==> src/rtl/cpu_types_pkg.sv <==
// Shared CPU types for the pipeline control logic: widths and the hazard controller state.
package cpu_types_pkg;

   typedef logic [31:0] word_t;
   typedef logic [4:0]  regbits_t;

   localparam int unsigned STALL_CNT_W = 32;

   typedef enum logic [1:0] {
      HZ_RUN      = 2'd0,
      HZ_REDIRECT = 2'd1,
      HZ_HALTED   = 2'd2
   } hzd_state_t;

endpackage

==> src/rtl/pipeline_hazard_ctrl.sv <==
// Pipeline control: stage enables/flushes and PC update for dcache stalls, load-use bubbles,
// taken-branch redirect (held across icache misses), sticky halt, and a stall-cycle counter.
module pipeline_hazard_ctrl
   import cpu_types_pkg::*;
#(
   parameter int WORD_W = $bits(word_t),
   parameter int REG_W  = $bits(regbits_t),
   parameter int CNT_W  = STALL_CNT_W
) (
   input  logic              CLK,
   input  logic              nRST,
   input  logic              ihit,
   input  logic              dhit,
   input  logic              dmemren,
   input  logic              dmemwen,
   input  logic              memren_ex,
   input  logic [REG_W-1:0]  regwrite_ex,
   input  logic [REG_W-1:0]  rs_id,
   input  logic [REG_W-1:0]  rt_id,
   input  logic              branch_taken_mem,
   input  logic [WORD_W-1:0] pc_bran_mem,
   input  logic              halt_wb,
   output logic              pc_en,
   output logic              pc_redirect,
   output logic [WORD_W-1:0] redirect_pc,
   output logic              ifid_en,
   output logic              idex_en,
   output logic              exmem_en,
   output logic              memwb_en,
   output logic              flush_ifid,
   output logic              flush_idex,
   output logic              flush_exmem,
   output logic              halt,
   output logic [CNT_W-1:0]  stall_count
);

   hzd_state_t        state_q, state_d;
   logic [WORD_W-1:0] redirect_pc_q, redirect_pc_d;
   logic              halt_q, halt_d;
   logic [CNT_W-1:0]  stall_count_q, stall_count_d;

   logic load_use;
   logic mem_stall;
   logic stall_inc;

   assign load_use  = memren_ex && (regwrite_ex != '0) &&
                      ((regwrite_ex == rs_id) || (regwrite_ex == rt_id));
   assign mem_stall = (dmemren || dmemwen) && !dhit;

   always_ff @(posedge CLK or negedge nRST) begin
      if (!nRST) begin
         state_q       <= HZ_RUN;
         redirect_pc_q <= '0;
         halt_q        <= 1'b0;
         stall_count_q <= '0;
      end else begin
         state_q       <= state_d;
         redirect_pc_q <= redirect_pc_d;
         halt_q        <= halt_d;
         stall_count_q <= stall_count_d;
      end
   end

   // Priority decode: the first matching rule owns every output for the cycle.
   always_comb begin
      state_d       = state_q;
      redirect_pc_d = redirect_pc_q;
      halt_d        = halt_q;
      pc_en         = 1'b0;
      pc_redirect   = 1'b0;
      redirect_pc   = redirect_pc_q;
      ifid_en       = 1'b0;
      idex_en       = 1'b0;
      exmem_en      = 1'b0;
      memwb_en      = 1'b0;
      flush_ifid    = 1'b0;
      flush_idex    = 1'b0;
      flush_exmem   = 1'b0;

      if (!nRST) begin
         state_d = HZ_RUN;
      end else if (state_q == HZ_HALTED) begin
         halt_d = 1'b1;
      end else if (halt_wb) begin
         state_d = HZ_HALTED;
         halt_d  = 1'b1;
      end else if (mem_stall) begin
         state_d = state_q;
      end else if (dhit) begin
         memwb_en = 1'b1;
      end else if (state_q == HZ_RUN && branch_taken_mem) begin
         flush_ifid    = 1'b1;
         flush_idex    = 1'b1;
         flush_exmem   = 1'b1;
         memwb_en      = 1'b1;
         redirect_pc_d = pc_bran_mem;
         // The target is not latched yet, so a same-cycle PC load takes it straight from MEM.
         if (ihit) begin
            pc_en       = 1'b1;
            pc_redirect = 1'b1;
            redirect_pc = pc_bran_mem;
         end else begin
            state_d = HZ_REDIRECT;
         end
      end else if (state_q == HZ_REDIRECT) begin
         pc_redirect = 1'b1;
         flush_idex  = 1'b1;
         exmem_en    = 1'b1;
         memwb_en    = 1'b1;
         if (ihit) begin
            pc_en      = 1'b1;
            flush_ifid = 1'b1;
            state_d    = HZ_RUN;
         end
      end else if (load_use || !ihit) begin
         flush_idex = 1'b1;
         exmem_en   = 1'b1;
         memwb_en   = 1'b1;
      end else begin
         pc_en    = 1'b1;
         ifid_en  = 1'b1;
         idex_en  = 1'b1;
         exmem_en = 1'b1;
         memwb_en = 1'b1;
      end
   end

   // Counts every cycle IF/ID is held while the core is live; sticks at all-ones.
   always_comb begin
      stall_inc     = nRST && (state_q != HZ_HALTED) && !ifid_en;
      stall_count_d = stall_count_q;
      if (stall_inc && (stall_count_q != {CNT_W{1'b1}})) begin
         stall_count_d = stall_count_q + CNT_W'(1);
      end
   end

   assign halt        = halt_q;
   assign stall_count = stall_count_q;

endmodule

==> config.mk <==
export PLATFORM = sky130hd
export DESIGN_NAME = pipeline_hazard_ctrl
export DESIGN_NICKNAME = d
export VERILOG_FILES = /design/src/rtl/cpu_types_pkg.sv /design/src/rtl/pipeline_hazard_ctrl.sv
export SDC_FILE = /design/constraint.sdc
export NUM_CORES = 1
export LEC_CHECK = 0
export ABC_AREA = 1
export CORE_AREA = 8 8 91 101
export CTS_BUF_LIST = sky130_fd_sc_hd__clkbuf_2 sky130_fd_sc_hd__clkbuf_4 sky130_fd_sc_hd__clkbuf_8
export DETAILED_ROUTE_END_ITERATION = 12
export DIE_AREA = 0 0 99 109
export DONT_BUFFER_PORTS = 1
export PLACE_DENSITY_LB_ADDON = 0.2
export SYNTH_ARGS = -nofsm -noshare
export SYNTH_HDL_FRONTEND = slang
export SYNTH_SLANG_ARGS = --single-unit
==> constraint.sdc <==
create_clock -name CLK -period 3.78 [get_ports CLK]
set_input_delay 0.378 -clock CLK [delete_from_list [all_inputs] [get_ports CLK]]
set_output_delay 0.378 -clock CLK [all_outputs]
set_load 0.005 [all_outputs]
== Word level (Yosys, flattened, before mapping) ==
Cells that the tools add are included.

* $add $sub $neg: 1
* Muxes and demuxes: 72
* Reductions and logical operators: 19
* Bitwise logic cells: 4
* Eq/ne operators: 12

{| class="wikitable"
|+ Operator list
! cell !! number
|-
| 2-to-1 mux 32 bit || 7
|-
| 2-to-1 mux 1 bit || 56
|-
| adder 32 x 1 -> 32 bit, second input constant || 1
|-
| != test 32 bit, second input constant || 1
|-
| 2-to-1 mux 2 bit || 9
|-
| AND reduction 6 bit || 2
|-
| equality test 5 bit || 2
|-
| != test 4 x 1 -> 1 bit, second input constant || 2
|-
| logical AND 1 bit || 7
|-
| nonzero test 5 bit || 1
|-
| != test 2 bit, second input constant || 2
|-
| != test 4 bit, second input constant || 1
|-
| NOT 1 bit || 4
|-
| zero test 1 bit || 3
|-
| logical OR 1 bit || 3
|-
| != test 3 x 2 -> 1 bit, second input constant || 1
|-
| != test 3 bit, second input constant || 1
|-
| equality test 2 x 1 -> 1 bit, second input constant || 1
|-
| equality test 2 bit, second input constant || 1
|-
| zero test 2 bit || 1
|-
| AND reduction 2 bit || 1
|-
| nonzero test 2 bit || 1
|}

* Bits in registers: 67
* Logic and storage cells: 112

== Logic depth before layout (Yosys ltp) ==
* Word-level depth: 15
* Depth in mapped cells: 12

== Worst setup path before layout ==
Ideal clock, no wire load.

* Path kind: in2out
* From: input dmemwen
* To: output ifid_en
* Data required time: 3.402 ns
* Path buffers: 2
* Arrival time: 1.473 ns
* Cell stages on the path: 8
* Slack: 1.929 ns
* Path through: or2_1 nor2_2 nand3_1 inv_1 nand3_2 buf_2 inv_1 buf_4

* Longest elaborated chain between the ends: 6

{| class="wikitable"
|+ RTL lines
! item !! line !! RTL
|-
| from (decl) || pipeline_hazard_ctrl.sv:15 || <nowiki>input logic dmemwen,</nowiki>
|-
| logical OR 1 bit || pipeline_hazard_ctrl.sv:48 || <nowiki>assign mem_stall = (dmemren || dmemwen) && !dhit;</nowiki>
|-
| logical AND 1 bit || pipeline_hazard_ctrl.sv:48 ||
|-
| 2-to-1 mux 1 bit (4 in a row) || -- ||
|-
| to (decl) || pipeline_hazard_ctrl.sv:26 || <nowiki>output logic ifid_en,</nowiki>
|}

Every way passes these cells.

== Final worst setup path ==
* From: register state_q[0]
* To: output redirect_pc[12]

* Longest elaborated chain between the ends: 8
* Elaborated cells between the ends (all ways): 9
* Those cells by class: 1 x eq/ne; 6 x mux; 2 x reduce/logical

{| class="wikitable"
|+ RTL lines
! item !! line !! RTL
|-
| from (decl) || pipeline_hazard_ctrl.sv:37 || <nowiki>hzd_state_t state_q, state_d;</nowiki>
|-
| from (signal assigned) || pipeline_hazard_ctrl.sv:57 || <nowiki>state_q <= state_d;</nowiki>
|-
| zero test 2 bit || pipeline_hazard_ctrl.sv:91 || <nowiki>end else if (state_q == HZ_RUN && branch_taken_mem) begin</nowiki>
|-
| logical AND 1 bit || pipeline_hazard_ctrl.sv:91 ||
|-
| 2-to-1 mux 32 bit || pipeline_hazard_ctrl.sv:91 ||
|-
| 2-to-1 mux 32 bit || pipeline_hazard_ctrl.sv:89 || <nowiki>end else if (dhit) begin</nowiki>
|-
| 2-to-1 mux 32 bit || pipeline_hazard_ctrl.sv:87 || <nowiki>end else if (mem_stall) begin</nowiki>
|-
| 2-to-1 mux 32 bit || pipeline_hazard_ctrl.sv:84 || <nowiki>end else if (halt_wb) begin</nowiki>
|-
| 2-to-1 mux 32 bit * || pipeline_hazard_ctrl.sv:82 || <nowiki>end else if (state_q == HZ_HALTED) begin</nowiki>
|-
| 2-to-1 mux 32 bit * || pipeline_hazard_ctrl.sv:80 || <nowiki>if (!nRST) begin</nowiki>
|-
| to (decl) || pipeline_hazard_ctrl.sv:25 || <nowiki>output logic [WORD_W-1:0] redirect_pc,</nowiki>
|}

Mark *: on every way between the ends. The rest lies on a longest branch, timed or not.

==> summary.md <==
| Metric | Value |
|---|---|
| Result of the run | `complete, no violations` |
| Worst path bufs/invs | `2` |
| # rows | `34` |
| H-tree Lvls | `3` |
| Clk buf depth | `2` |
| Post-Synthesis Cell Area | `4350 um^2` |
| Pre-CTS setup slack | `1270 ps` |
| Post-route setup TNS | `0 ps` |
| Synth Flop Type | `dfrtp_1` |
| Reg clk slew, reported paths | `80 ps` |
| Tmin final | `2750 ps` |
| Clk_lat worst skew | `350 ps` |
| Vias in the first global route | `3834` |
| Period utilisation layout | `72.8%` |
| Global routing usage on met2 | `34.5%` |
| Residual DRC | `0` |
| Initial core utilization | `57.1%` |
| IO buf count | `0` |
| ANT cells | `0` |
| First-pass GRT wire length | `17.8 mm` |
| Number of synthesized flops with an enable pin | `0` |
| Largest net degree at the start of global routing | `68` |
| Die Ht | `109 um` |
| #FFs+latches synth | `67` |
| Rel. slew slack | `34.7%` |
| RSZ-0062 raised after global routing | `no` |
| Detailed Place HPWL | `7.91 mm` |
| First-pass DRT Iterations | `4` |
| CTS buffer count | `9` |
| Clock Skew | `8.79 ps` |
| Commonest non-fill, non-tap cell in the layout | `nand2_1` |
| Fmax achieved | `363 MHz` |
| Fraction of layout cells with a size suffix above 1 | `4.92%` |
| Detailed-route via count | `3960` |
| Core area | `7610 um^2` |
| DRT antenna net count | `0` |
| WHS | `147 ps` |
| GR peak layer | `met2` |
| Die Footprint | `10800 um^2` |
| M3 GR Usage | `5.94%` |
| Yosys warns | `0` |
| Worst endpoint data arrival time | `2370 ps` |
| Final Hold Vio Count | `0` |
| CP max stage cell | `nand2_2` |
| Worst setup SP type | `flip-flop` |
| Vias per std cell | `5.34` |
| Max Slew Vio Count | `0` |
| WL final | `10.8 mm` |
| Ys async rst share | `100%` |
| WL/cell | `14.6 um` |
| Clock sink total | `67` |
| M1 GR Usage | `22.9%` |
| Cell breakdown of the critical path | `inv_1, nand2_1, nand3_1, nor2_4, nand2_2, o21ai_0, inv_1` |
| Leak | `0.00229 uW` |
| Power, Total | `1900 uW` |
| Worst IR Drop VDD | `0.284 mV` |
| HP Class | `in -> reg` |
| Initial antenna violation count | `0` |
| Mapped Nets | `713` |
| R2R depth | `9` |
| Gpl congestion | `0.969` |
| Critical path's largest stage delay | `550 ps` |
| Setup ws final | `1030 ps` |
| Critical path fanouts, max | `64` |
| Nets | `703` |
| Total track usage | `20.5%` |
| Syn Inst Count | `656` |
| CTS tree | `built` |
| Worst-Margin Slew | `976 ps` |
| Data required, critical path | `3400 ps` |
| Final setup vio count | `0` |
| Critical Path Sink Type | `output pin` |
| Hold depth | `2` |
| Io pins | `130` |
| Yosys cell types | `27` |
| Proportion of synthesized chip area in sequential cells | `38.6%` |
| Root Buffer Master | `clkbuf_8` |
| Drt first-iter violations | `146` |
| Die X | `99 um` |
| Max-Cap Viols | `0` |
| WP depth | `7` |
| Family with the most delay on the worst path | `simple AND/OR/NAND/NOR gates` |
| Leading cell types in the layout, fill and taps excluded | `nand2_1, inv_1, dfrtp_1, o21ai_0, nor2_1` |
| Total gr overflow | `0` |
| Avg Synthesized Cell Area | `6.62 um^2` |
| Critical path class | `reg -> out` |
| P&R area growth vs syn | `5.50%` |
| Most used cell, CP | `inv_1` |
| Pwr dens | `414 nW/um^2` |
## stage by stage
step                area [um^2]  utilization (%)  std cells
global placement           4350             57.1        723
global route               4580             60.2        741
finish                     4580             60.2        741
CTS                        4580             60.2        741
floorplan                  4350                -        656
detailed placement         4350             57.1        723
## worst reg2reg max path, delay by kind of cell (launching register included)
kind | cells | cell delay (ps)
flops | 1 | 390
buf+inv | 3 | 580
simple gates | 6 | 1330
## sequential cells by signal (all words and copies together), names as in the netlist
name	count
halt	1
state_q	2
stall_count	32
redirect_pc_q	32
## power breakdown
group / internal [uW] / switching (uW)
Clock: 309 / 301
Sequential: 828 / 72.7
Combinational: 135 / 252
## timing repair
item	4_1_cts	5_1_grt
endpoints found under the hold margin	67	0
resized for setup	0	0
setup buffers	0	0
setup endpoints to repair	0	0
hold buffers	2	0
## synthesized netlist by cell type, types with 3 or more instances
| master | instances | area share (%) |
|---|---|---|
| a21oi_1 | 6 | 0.69 |
| buf_2 | 15 | 1.7 |
| buf_6 | 3 | 0.78 |
| clkbuf_1 | 5 | 0.43 |
| dfrtp_1 | 67 | 39 |
| inv_1 | 105 | 9.1 |
| nand2_1 | 233 | 20 |
| nand3_1 | 12 | 1.4 |
| nand3_2 | 3 | 0.69 |
| nand3b_1 | 3 | 0.52 |
| nand4_1 | 38 | 5.5 |
| nor2_1 | 54 | 4.7 |
| nor3_1 | 6 | 0.69 |
| o21ai_0 | 55 | 6.3 |
| o21ai_1 | 13 | 1.5 |
| xnor2_1 | 13 | 2.6 |
| xor2_1 | 11 | 2.2 |
## cell families after synthesis
group	Yosys count	synth area share, %
simple gates	357	35.0
xor+xnor	24	4.84
fa+ha+maj	1	0.288
buf+inv	132	12.5
flops	67	38.6
compound gates	75	8.72
## area by class of cell
| type | count | area, um^2 |
|---|---|---|
| timing repair buffer | 6 | 67.6 |
| inverter | 105 | 394 |
| fill | 725 | 3030 |
| multi-input combinational | 457 | 2130 |
| sequential | 67 | 1680 |
| tap | 90 | 113 |
| clock buffer | 9 | 124 |
| clock inverter | 7 | 76.3 |
## path summary, 6_finish.rpt
path	from	end	slack, ps
hold reg to reg	halt	halt	530
setup / recovery	state_q[0]	redirect_pc[12]	1030
min in group asynchronous	nRST	stall_count[18]	550
setup reg to reg	state_q[0]	stall_count[4]	1360
max in group asynchronous	nRST	redirect_pc_q[5]	2930
hold / removal	pc_bran_mem[26]	redirect_pc_q[26]	150
## layer usage
metal / vias to the layer above / wire length (um)
met5: - / 0
met4: 0 / 429
met3: 30 / 733
met2: 107 / 5350
met1: 1805 / 4270
li1: 2018 / -
Power figures use the tool's default switching activity.
